===== src/rtl/i2c_pkg.sv =====
// -----------------------------------------------------------------------------
// i2c_pkg
// Definitions shared by the I2C blocks (slave and master):
//   - i2c_state_t  : 3-bit FSM state numbering common to both ends of the link
//   - ACK / NACK   : values of the acknowledge bit on the SDA line
//   - DEFAULT_ADDR : default 7-bit target address
//   - addr_match   : compares a received {address, R/W} byte with an address
// -----------------------------------------------------------------------------
package i2c_pkg;

    typedef enum logic [2:0] {
        ST_IDLE       = 3'd0,
        ST_ADDRESS    = 3'd1,
        ST_ADDR_ACK   = 3'd2,
        ST_RECEIVE    = 3'd3,
        ST_DATA_ACK   = 3'd4,
        ST_TRANSMIT   = 3'd5,
        ST_MASTER_ACK = 3'd6
    } i2c_state_t;

    localparam logic       ACK          = 1'b0;
    localparam logic       NACK         = 1'b1;
    localparam logic [6:0] DEFAULT_ADDR = 7'h42;

    // The address occupies the upper seven bits; bit 0 is R/W.
    function automatic logic addr_match(input logic [7:0] addr_rw, input logic [6:0] own);
        return (addr_rw[7:1] == own);
    endfunction

endpackage


===== src/rtl/i2c_slave_if.sv =====
// -----------------------------------------------------------------------------
// i2c_slave_if
// Bus bundle between the I2C target and whatever drives it.
//   sclk, sda_in        : I2C lines as seen by the slave
//   sda_out             : slave SDA drive (0 = pull low, 1 = release)
//   data_in / data_req  : byte to transmit and its request pulse
//   data_out/data_valid : last received byte and its update pulse
//   busy, state         : FSM status
// Modport slave is used by i2c_slave, modport master by the driving side.
// -----------------------------------------------------------------------------
interface i2c_slave_if;

    logic       sclk;
    logic       sda_in;
    logic       sda_out;
    logic [7:0] data_in;
    logic [7:0] data_out;
    logic       data_valid;
    logic       data_req;
    logic       busy;
    logic [2:0] state;

    modport slave (
        input  sclk, sda_in, data_in,
        output sda_out, data_out, data_valid, data_req, busy, state
    );

    modport master (
        output sclk, sda_in, data_in,
        input  sda_out, data_out, data_valid, data_req, busy, state
    );

endinterface


===== src/rtl/i2c_line_sync.sv =====
// -----------------------------------------------------------------------------
// i2c_line_sync
// Brings SCL and SDA into the clk domain and decodes bus events.
//   clk, rst  : system clock, asynchronous active-low reset
//   scl, sda  : raw I2C lines (asynchronous to clk)
//   scl_rise  : one-cycle pulse on a synchronised SCL rising edge
//   scl_fall  : one-cycle pulse on a synchronised SCL falling edge
//   sda_s     : synchronised SDA, aligned with the event pulses
//   start     : SDA fell while SCL high
//   stop      : SDA rose while SCL high
// Pin-to-event latency is three clocks (two sync flops + event register).
// -----------------------------------------------------------------------------
module i2c_line_sync (
    input  logic clk,
    input  logic rst,
    input  logic scl,
    input  logic sda,
    output logic scl_rise,
    output logic scl_fall,
    output logic sda_s,
    output logic start,
    output logic stop
);

    logic [1:0] scl_sync_r;
    logic [1:0] sda_sync_r;
    logic       scl_prev_r;
    logic       sda_prev_r;

    // Synchroniser chains, previous-value registers and registered event decode.
    always_ff @(posedge clk or negedge rst) begin
        if (!rst) begin
            // Idle bus level is high on both lines.
            scl_sync_r <= 2'b11;
            sda_sync_r <= 2'b11;
            scl_prev_r <= 1'b1;
            sda_prev_r <= 1'b1;
            scl_rise   <= 1'b0;
            scl_fall   <= 1'b0;
            sda_s      <= 1'b1;
            start      <= 1'b0;
            stop       <= 1'b0;
        end else begin
            scl_sync_r <= {scl_sync_r[0], scl};
            sda_sync_r <= {sda_sync_r[0], sda};
            scl_prev_r <= scl_sync_r[1];
            sda_prev_r <= sda_sync_r[1];
            scl_rise   <= scl_sync_r[1] & ~scl_prev_r;
            scl_fall   <= ~scl_sync_r[1] & scl_prev_r;
            sda_s      <= sda_sync_r[1];
            // SCL must have been high on both samples so an SCL edge is never
            // mistaken for a START/STOP.
            start      <= scl_sync_r[1] & scl_prev_r & sda_prev_r & ~sda_sync_r[1];
            stop       <= scl_sync_r[1] & scl_prev_r & ~sda_prev_r & sda_sync_r[1];
        end
    end

endmodule


===== src/rtl/i2c_slave.sv =====
// -----------------------------------------------------------------------------
// i2c_slave
// Single-address I2C target. Detects START/STOP, matches a 7-bit address,
// ACKs it, then receives bytes into data_out or transmits bytes from data_in.
// No clock stretching: SCL is only ever observed.
//   ADDR : 7-bit target address
//   clk  : system clock (rising edge)
//   rst  : asynchronous active-low reset
//   bus  : i2c_slave_if.slave (lines, data handshake, status)
// -----------------------------------------------------------------------------
module i2c_slave
    import i2c_pkg::*;
#(
    parameter logic [6:0] ADDR = DEFAULT_ADDR
) (
    input  logic       clk,
    input  logic       rst,
    i2c_slave_if.slave bus
);

    logic scl_rise_s;
    logic scl_fall_s;
    logic sda_s;
    logic start_s;
    logic stop_s;

    i2c_state_t state_r;
    logic [7:0] shift_r;
    logic [2:0] bit_cnt_r;
    logic       sda_out_r;
    logic [7:0] data_out_r;
    logic       data_valid_r;
    logic       data_req_r;
    logic       busy_r;
    logic       ack_drv_r;     // ACK is currently being driven (second fall ends it)
    logic       load_r;        // capture data_in this cycle (one clk after data_req)
    logic       load_drive_r;  // put bit 7 on the line as soon as it is captured
    logic       tx_first_r;    // next fall drives bit 7 without shifting

    i2c_line_sync u_line_sync (
        .clk      (clk),
        .rst      (rst),
        .scl      (bus.sclk),
        .sda      (bus.sda_in),
        .scl_rise (scl_rise_s),
        .scl_fall (scl_fall_s),
        .sda_s    (sda_s),
        .start    (start_s),
        .stop     (stop_s)
    );

    // Protocol FSM: shifting, ACK drive, handshake pulses and status outputs.
    always_ff @(posedge clk or negedge rst) begin
        if (!rst) begin
            state_r      <= ST_IDLE;
            shift_r      <= 8'h00;
            bit_cnt_r    <= 3'd0;
            sda_out_r    <= NACK;
            data_out_r   <= 8'h00;
            data_valid_r <= 1'b0;
            data_req_r   <= 1'b0;
            busy_r       <= 1'b0;
            ack_drv_r    <= 1'b0;
            load_r       <= 1'b0;
            load_drive_r <= 1'b0;
            tx_first_r   <= 1'b0;
        end else begin
            data_valid_r <= 1'b0;
            data_req_r   <= 1'b0;
            if (start_s) begin
                // START (also repeated START) restarts address reception.
                state_r      <= ST_ADDRESS;
                bit_cnt_r    <= 3'd0;
                sda_out_r    <= NACK;
                busy_r       <= 1'b1;
                ack_drv_r    <= 1'b0;
                load_r       <= 1'b0;
                load_drive_r <= 1'b0;
                tx_first_r   <= 1'b0;
            end else if (stop_s) begin
                state_r      <= ST_IDLE;
                sda_out_r    <= NACK;
                busy_r       <= 1'b0;
                ack_drv_r    <= 1'b0;
                load_r       <= 1'b0;
                load_drive_r <= 1'b0;
                tx_first_r   <= 1'b0;
            end else begin
                case (state_r)
                    ST_IDLE: begin
                        busy_r <= 1'b0;
                    end
                    ST_ADDRESS: begin
                        if (scl_rise_s) begin
                            shift_r   <= {shift_r[6:0], sda_s};
                            bit_cnt_r <= bit_cnt_r + 3'd1;
                            if (bit_cnt_r == 3'd7) begin
                                state_r <= ST_ADDR_ACK;
                            end
                        end
                    end
                    ST_ADDR_ACK: begin
                        if (scl_fall_s) begin
                            if (!ack_drv_r) begin
                                if (addr_match(shift_r, ADDR)) begin
                                    sda_out_r <= ACK;
                                    ack_drv_r <= 1'b1;
                                end else begin
                                    state_r   <= ST_IDLE;
                                    sda_out_r <= NACK;
                                    busy_r    <= 1'b0;
                                end
                            end else begin
                                ack_drv_r <= 1'b0;
                                bit_cnt_r <= 3'd0;
                                if (shift_r[0]) begin
                                    // Read: request the first byte; the line keeps
                                    // the ACK until the byte is captured next clk.
                                    state_r      <= ST_TRANSMIT;
                                    data_req_r   <= 1'b1;
                                    load_r       <= 1'b1;
                                    load_drive_r <= 1'b1;
                                end else begin
                                    state_r   <= ST_RECEIVE;
                                    sda_out_r <= NACK;
                                end
                            end
                        end
                    end
                    ST_RECEIVE: begin
                        if (scl_rise_s) begin
                            shift_r   <= {shift_r[6:0], sda_s};
                            bit_cnt_r <= bit_cnt_r + 3'd1;
                            if (bit_cnt_r == 3'd7) begin
                                state_r <= ST_DATA_ACK;
                            end
                        end
                    end
                    ST_DATA_ACK: begin
                        if (scl_fall_s) begin
                            if (!ack_drv_r) begin
                                data_out_r   <= shift_r;
                                data_valid_r <= 1'b1;
                                sda_out_r    <= ACK;
                                ack_drv_r    <= 1'b1;
                            end else begin
                                ack_drv_r <= 1'b0;
                                sda_out_r <= NACK;
                                state_r   <= ST_RECEIVE;
                            end
                        end
                    end
                    ST_TRANSMIT: begin
                        if (load_r) begin
                            load_r       <= 1'b0;
                            load_drive_r <= 1'b0;
                            shift_r      <= bus.data_in;
                            if (load_drive_r) begin
                                sda_out_r  <= bus.data_in[7];
                                tx_first_r <= 1'b0;
                            end else begin
                                tx_first_r <= 1'b1;
                            end
                        end else if (scl_fall_s) begin
                            if (tx_first_r) begin
                                sda_out_r  <= shift_r[7];
                                tx_first_r <= 1'b0;
                            end else begin
                                shift_r   <= {shift_r[6:0], 1'b0};
                                sda_out_r <= shift_r[6];
                            end
                        end else if (scl_rise_s) begin
                            bit_cnt_r <= bit_cnt_r + 3'd1;
                            if (bit_cnt_r == 3'd7) begin
                                state_r <= ST_MASTER_ACK;
                            end
                        end
                    end
                    ST_MASTER_ACK: begin
                        if (scl_fall_s) begin
                            sda_out_r <= NACK;
                        end else if (scl_rise_s) begin
                            if (sda_s == ACK) begin
                                state_r      <= ST_TRANSMIT;
                                bit_cnt_r    <= 3'd0;
                                data_req_r   <= 1'b1;
                                load_r       <= 1'b1;
                                load_drive_r <= 1'b0;
                            end else begin
                                state_r <= ST_IDLE;
                                busy_r  <= 1'b0;
                            end
                        end
                    end
                    default: begin
                        state_r   <= ST_IDLE;
                        sda_out_r <= NACK;
                        busy_r    <= 1'b0;
                    end
                endcase
            end
        end
    end

    assign bus.sda_out    = sda_out_r;
    assign bus.data_out   = data_out_r;
    assign bus.data_valid = data_valid_r;
    assign bus.data_req   = data_req_r;
    assign bus.busy       = busy_r;
    assign bus.state      = state_r;

endmodule


===== src/flat_wrapper.sv =====
// flat-port wrapper written by rule: the top's interface ports become plain ports
module i2c_slave_flat import i2c_pkg::*;
#(
    parameter logic [6:0] ADDR = DEFAULT_ADDR
)
  (clk, rst, bus_sclk, bus_sda_in, bus_data_in, bus_sda_out, bus_data_out, bus_data_valid, bus_data_req, bus_busy, bus_state);
  i2c_slave_if bus_i ();
  input  logic clk;
  input  logic rst;
  input wire logic [$bits(bus_i.sclk)-1:0] bus_sclk;
  input wire logic [$bits(bus_i.sda_in)-1:0] bus_sda_in;
  input wire logic [$bits(bus_i.data_in)-1:0] bus_data_in;
  output wire logic [$bits(bus_i.sda_out)-1:0] bus_sda_out;
  output wire logic [$bits(bus_i.data_out)-1:0] bus_data_out;
  output wire logic [$bits(bus_i.data_valid)-1:0] bus_data_valid;
  output wire logic [$bits(bus_i.data_req)-1:0] bus_data_req;
  output wire logic [$bits(bus_i.busy)-1:0] bus_busy;
  output wire logic [$bits(bus_i.state)-1:0] bus_state;
  assign bus_i.sclk = bus_sclk;
  assign bus_i.sda_in = bus_sda_in;
  assign bus_i.data_in = bus_data_in;
  assign bus_sda_out = bus_i.sda_out;
  assign bus_data_out = bus_i.data_out;
  assign bus_data_valid = bus_i.data_valid;
  assign bus_data_req = bus_i.data_req;
  assign bus_busy = bus_i.busy;
  assign bus_state = bus_i.state;
  i2c_slave #(.ADDR(ADDR)) u_core (.clk(clk), .rst(rst), .bus(bus_i));
endmodule

===== config.mk =====
export PLATFORM = sky130hd
export DESIGN_NAME = i2c_slave_flat
export DESIGN_NICKNAME = d
export VERILOG_FILES = /design/src/rtl/i2c_pkg.sv /design/src/rtl/i2c_slave_if.sv /design/src/rtl/i2c_line_sync.sv /design/src/rtl/i2c_slave.sv /design/src/flat_wrapper.sv
export SDC_FILE = /design/constraint.sdc
export NUM_CORES = 1
export LEC_CHECK = 0
export BUFFER_PORTS_ARGS = -buffer_cell sky130_fd_sc_hd__buf_4
export CAP_MARGIN = 20
export CELL_PAD_IN_SITES_DETAIL_PLACEMENT = 1
export CELL_PAD_IN_SITES_GLOBAL_PLACEMENT = 1
export CORE_MARGIN = 2
export CORE_UTILIZATION = 40
export CTS_BUF_LIST = sky130_fd_sc_hd__clkbuf_4
export DETAILED_ROUTE_END_ITERATION = 10
export PLACE_DENSITY = 0.77
export SETUP_SLACK_MARGIN = 0.5
export SYNTH_ARGS = -nofsm -noshare
export SYNTH_HDL_FRONTEND = slang
export SYNTH_HIERARCHICAL = 1
export SYNTH_SLANG_ARGS = --single-unit

===== constraint.sdc =====
create_clock -name clk -period 4.35 [get_ports clk]
set_clock_uncertainty 0.05 [all_clocks]
set_input_delay 1.305 -clock clk [delete_from_list [all_inputs] [get_ports clk]]
set_output_delay 1.305 -clock clk [all_outputs]
set_load 0.01 [all_outputs]

Word level (Yosys, flattened, before mapping)
Index checks and enable logic that the tools add are counted.
- output and inout port bits: 15
- memory bits (read-only): 0
- memories kept: 0
- latch bits: 0
- bits in writable memories: 0
- input bits: 12
- logic and storage cells: 204
- bits in registers: 40
- equality and inequality tests: 47
- bitwise gates (word level): 14
- shifts and indexed selects: 0
- magnitude comparators: 0
- add/sub/neg operators: 1
- muxes and demuxes: 102
- multipliers: 0
- div/mod/pow operators: 0
- reduce and logical (&&, ||, !) cells: 20
- operators with widths (operator ; count):
    3-bit two-way mux ; 29
    1-bit two-way mux ; 60
    4-bit != test, second input constant ; 14
    8-bit two-way mux ; 4
    4-bit by 3-bit != test with 1-bit output, second input constant ; 7
    3-bit != test, second input constant ; 7
    3-bit one-hot mux with 7 select lines ; 1
    7-bit AND reduction ; 3
    8-bit one-hot mux with 2 select lines ; 1
    15-bit AND reduction ; 1
    3-bit equality test, second input constant ; 4
    3-bit one-hot mux with 4 select lines ; 1
    5-bit by 4-bit != test with 1-bit output, second input constant ; 2
    5-bit != test, second input constant ; 2
    5-bit nonzero test ; 2
    3-bit by 2-bit != test with 1-bit output, second input constant ; 3
    1-bit one-hot mux with 3 select lines ; 3
    9-bit AND reduction ; 1
    8-bit AND reduction ; 1
    4-bit nonzero test ; 2
    1-bit bitwise AND ; 7
    7-bit equality test, second input constant ; 1
    1-bit NOT ; 7
    3-bit by 2-bit equality test with 1-bit output, second input constant ; 2
    other kinds (17) ; 19

Logic depth before layout (Yosys ltp)
- word-level depth: 8
- mapped depth: 8
- gate-level depth less buffers: 6

Cells and area by module
The synthesis kept the hierarchy.
- by module, submodules not included (module ; area an instance (sq um) ; cells each ; seq. area each (sq um) ; instances):
    i2c_slave ; 1803.0 ; 199 ; 752.0 ; 1
    i2c_line_sync ; 290.3 ; 14 ; 257.7 ; 1

Worst setup path after synthesis
Ideal clock, no wire load.
- path kind: in2reg
- start: in bus_data_in[7]
- end: reg u_core.sda_out_r, in the netlist u_core/bus.sda_out
- setup time: 0.082 ns
- path buffers: 0
- slack: 2.330 ns
- data required time: 4.218 ns
- arrival time: 1.888 ns
- cell stages on the path: 5
- cells stage by stage: nand2_1 o21ai_0 mux2i_1 o211ai_1 mux2_2
- cells in the longest elaborated chain, start to end: 5
- ends and longest elaborated chain (element ; RTL line ; text):
    from (decl) ; flat_wrapper.sv:12 ; input wire logic [$bits(bus_i.data_in)-1:0] bus_data_in;
    1-bit two-way mux ; i2c_slave.sv:158 ; if (load_drive_r) begin
    1-bit two-way mux ; i2c_slave.sv:154 ; if (load_r) begin
    1-bit one-hot mux with 5 select lines ; i2c_slave.sv:89 ; case (state_r)
    1-bit two-way mux ; i2c_slave.sv:80 ; end else if (stop_s) begin
    1-bit two-way mux ; i2c_slave.sv:70 ; if (start_s) begin
    to (signal assigned) ; i2c_slave.sv:159 ; sda_out_r <= bus.data_in[7];
    to (signal assigned) ; i2c_slave.sv:166 ; sda_out_r <= shift_r[7];
    to (signal assigned) ; i2c_slave.sv:170 ; sda_out_r <= shift_r[6];
    to (decl) ; i2c_slave.sv:30 ; logic sda_out_r;
No other way between the ends. The select of a mux whose other input is x is not followed.
A chain may end at the register's enable or synchronous reset.

Final worst setup path
- start: reg u_core.state_r[2], in the netlist u_core/bus.state[2]
- end: out bus_state[2]
- RTL lines (element ; RTL line ; text):
    from (decl) ; i2c_slave.sv:27 ; i2c_state_t state_r;
    from (signal assigned) ; i2c_slave.sv:55 ; state_r <= ST_IDLE;
    from (signal assigned) ; i2c_slave.sv:72 ; state_r <= ST_ADDRESS;
    from (signal assigned) ; i2c_slave.sv:81 ; state_r <= ST_IDLE;
    to (decl) ; flat_wrapper.sv:18 ; output wire logic [$bits(bus_i.state)-1:0] bus_state;
No word-level cell between the ends.

==> flow_metrics.env <==
export IMPL_status="finished, final reports clean"
export IMPL_routed_wl_um=4700
export IMPL_power_frac_seq_pct=44.0
export IMPL_syn_nets=227
export IMPL_drv_cap=0
export IMPL_clkPwrFrac_pct=12.8
export IMPL_synth_top_area_cell="dfrtp_1"
export IMPL_crit_path_end="bus_state[2]"
export IMPL_htreeDepth=2
export IMPL_netlist_area_mm2=0.00209
export IMPL_hold_violations=0
export IMPL_cp_max_fo=28
export IMPL_cts_buffers=5
export IMPL_grt_pass1_vias=1644
export IMPL_cts_path_max_buffers=2
export IMPL_grt_remaining_overflow=0
export IMPL_ios=27
export IMPL_reg2reg_slack_ns=2.03
export IMPL_power_density_mw_per_mm2=647
export IMPL_synth_area_top_cells="dfrtp_1 (39%), dfstp_2 (8.8%), nand2_1 (5.0%)"
export IMPL_hold_path_depth=0
export IMPL_insertion_delay_ns=0.36
export IMPL_ys_warn_count=6
export IMPL_vias=1621
export IMPL_cp_start_kind="register"
export IMPL_drt_iter0_markers=78
export IMPL_peakVddDrop_uv=337
export IMPL_critical_path_top_delay_family="flip-flops"
export IMPL_end_kind="output port"
export IMPL_worstSetupPathType="register to output port"
export IMPL_cts_root_buf="clkbuf_4"
export IMPL_initial_core_util_pct=41.2
export IMPL_worst_pin_slew_ns=0.863
export IMPL_post_route_util_pct=46.7
export IMPL_cts_sinks=40
export IMPL_core_area_mm2=0.00507
export IMPL_p_leak_nw=1.03
export IMPL_worstPathRequired_ns=2.99
export IMPL_routabilityCongestion=0.796
export IMPL_path_cells="buf_4"
export IMPL_rsz0062_at_grt="no"
export IMPL_post_route_period_util_pct=66.2
export IMPL_swShare_pct=40.8
export IMPL_hpwl_um=3170
export IMPL_synth_top_cell_area_share_pct=39.5
export IMPL_firstDrtPassIters=4
export IMPL_period_minus_slack_ns=2.88
export IMPL_post_cts_setup_buffer_count=0
export IMPL_total_power_mw=1.53
export IMPL_hp_class="register to register"
export IMPL_p_sw_mw=0.625
export IMPL_max_clock_freq_mhz=347
export IMPL_startpoint="u_core/bus.state[2]"
export IMPL_slowest_stage="dfrtp_1"
export IMPL_path_clk_slew_ns=0.12
export IMPL_cpPeakStageDelay_ns=0.93
export IMPL_holdWs_ns=0.314
export IMPL_fp_dieH_um=76.3
export IMPL_arrival_ns=1.53
export IMPL_grt_total_usage_pct=17.0
export IMPL_grt_antenna_before_repair=0
export IMPL_synth_seq_cells=40
export IMPL_power_frac_comb_pct=43.1
export IMPL_via_per_inst=5.33
export IMPL_synth_edf_count=0
export IMPL_async_reset_ff_share_pct=100
export IMPL_wire_per_inst_um=15.5
export IMPL_area_growth_pct=13.1
export IMPL_antenna_left=0
export IMPL_rows=26
export IMPL_fin_tns_setup_ns=0
export IMPL_path_buf_inv=1
export IMPL_cts_tree="built"
export IMPL_timing_rr_start="u_core/bus.state[2]"
export IMPL_ff2ff_path_depth=5
export IMPL_setup_viol=0
export IMPL_layout_nets=247
export IMPL_place_port_buffers=26
export IMPL_cts_resized=0
export IMPL_synth_seq_area_share_pct=48.2
export IMPL_r2r_end="u_core/shift_r[2]"
export IMPL_antenna_cells=0
export IMPL_max_slew_margin_rel_pct=42.5
export IMPL_synth_cell_types=54
export IMPL_drive_above_1_share_pct=24.8
export IMPL_grt_max_degree=41
export IMPL_synth_cells=213
export IMPL_synthFlopType="dfrtp_1"
export IMPL_grt_pass1_wl_um=8050
export IMPL_postCtsHoldBufs=0
export IMPL_die_area_mm2=0.00583
export IMPL_cp_depth=1
export IMPL_slew_violations=0
export IMPL_drc=0
export IMPL_p_int_mw=0.907
export IMPL_die_x_um=76.3
export IMPL_postSynthAreaPerCell_um2=9.83
-- worst reg2reg max path: stages, from the launching register on --
cell and delay (ns):
dfrtp_1 0.93, and2b_1 0.32, o21ai_1 0.11, a21oi_2 0.55
nor2_1 0.08, a31oi_1 0.21
-- Yosys cell counts, types with 2 or more instances --
cell type  instances
dfrtp_1           33
a31oi_1           11
nor3_1             3
inv_1              4
nor4b_1            2
a21o_1             2
dfstp_2            7
and4b_1            2
buf_2              7
mux2_2             9
nor4_1             2
mux2i_1            4
mux2_1             2
nor2b_1            7
nand3_1            4
nand2b_1           7
ha_1               2
o21ai_0            5
o21ai_1            4
clkbuf_1           3
nand2_1           28
o21a_1             3
a21oi_1           13
nor2_1            19
-- layout make-up --
class | instances | area, um2
Tap cell | 70 | 87.6
Clock inverter | 2 | 16.3
Clock buffer | 6 | 45.0
Timing Repair Buffer | 26 | 195
Fill cell | 598 | 2710
Multi-Input combinational cell | 155 | 996
Inverter | 5 | 18.8
Sequential cell | 40 | 1010
-- registers in the layout, indices dropped and copies added, names as in the netlist, 2 cells and up --
| name | count |
|---|---|
| u_core/u_line_sync/sda_sync_r | 2 |
| u_core/u_line_sync/scl_sync_r | 2 |
| u_core/shift_r | 8 |
| u_core/bit_cnt_r | 3 |
| u_core/bus.data_out | 8 |
| u_core/bus.state | 3 |
-- worst min path at each step --
stage	start	end	slack [ns]
floorplan	u_core/u_line_sync/scl_sync_r[0]	u_core/u_line_sync/scl_sync_r[1]	0.30
global placement	u_core/u_line_sync/scl_sync_r[0]	u_core/u_line_sync/scl_sync_r[1]	0.30
detailed placement	u_core/u_line_sync/sda_sync_r[0]	u_core/u_line_sync/sda_sync_r[1]	0.30
CTS	u_core/u_line_sync/sda_sync_r[0]	u_core/u_line_sync/sda_sync_r[1]	0.32
global route	u_core/u_line_sync/sda_sync_r[0]	u_core/u_line_sync/sda_sync_r[1]	0.32
finish	u_core/u_line_sync/sda_sync_r[0]	u_core/u_line_sync/sda_sync_r[1]	0.31
-- per-stage QoR --
| stage | instance area [um2] | std cells | setup slack [ns] |
|---|---|---|---|
| 3_3_place_gp | 2310 | 296 | 1.92 |
| 5_1_grt | 2370 | 304 | 1.42 |
| 4_1_cts | 2370 | 304 | 1.47 |
| 3_5_place_dp | 2310 | 296 | 1.88 |
| 2_1_floorplan | 2090 | 213 | 2.33 |
| 6_report | 2370 | 304 | 1.47 |
-- routing by layer --
layer / up-vias / share of wire [%] / track usage, % / wire (um)
met5: - / 0 / 0 / 0
met4: 0 / 1.3 / 6.55 / 61
met3: 7 / 3.6 / 2.37 / 169
met2: 32 / 47 / 28.1 / 2190
met1: 794 / 49 / 22.7 / 2280
li1: 788 / - / - / -
-- power by group through the flow --
| stage | combinational, mW | clock, mW | sequential, mW |
|---|---|---|---|
| CTS | 0.663 | 0.210 | 0.675 |
| global placement | 0.641 | 0 | 0.674 |
| detailed placement | 0.662 | 0 | 0.682 |
| floorplan | 0.550 | 0 | 0.590 |
| finish | 0.660 | 0.197 | 0.675 |
| global route | 0.737 | 0.218 | 0.699 |
-- cell families (layout without fill, tap and decap cells) --
| family | count (synthesis) | count (layout) | share of synthesized area (%) |
|---|---|---|---|
| DFF | 40 | 40 | 48.2 |
| buffers and inverters | 18 | 39 | 4.18 |
| adders and majority gates | 2 | 2 | 1.20 |
| and+or+nand+nor | 84 | 84 | 20.7 |
| xor gates and xnor gates | 1 | 1 | 0.418 |
| AOI/OAI and AO/OA | 52 | 52 | 16.7 |
| muxes | 16 | 16 | 8.55 |
-- placed cells by master (no fill, tap or decap), types with 5 or more instances in the layout --
cell,instances
nand2b_1,7
a31oi_1,11
a21oi_1,13
clkbuf_4,6
o21ai_0,5
dfrtp_1,33
nor2_1,19
buf_4,26
nor2b_1,7
dfstp_2,7
nand2_1,28
mux2_2,9
No activity file was read; power rests on OpenSTA's default activity.
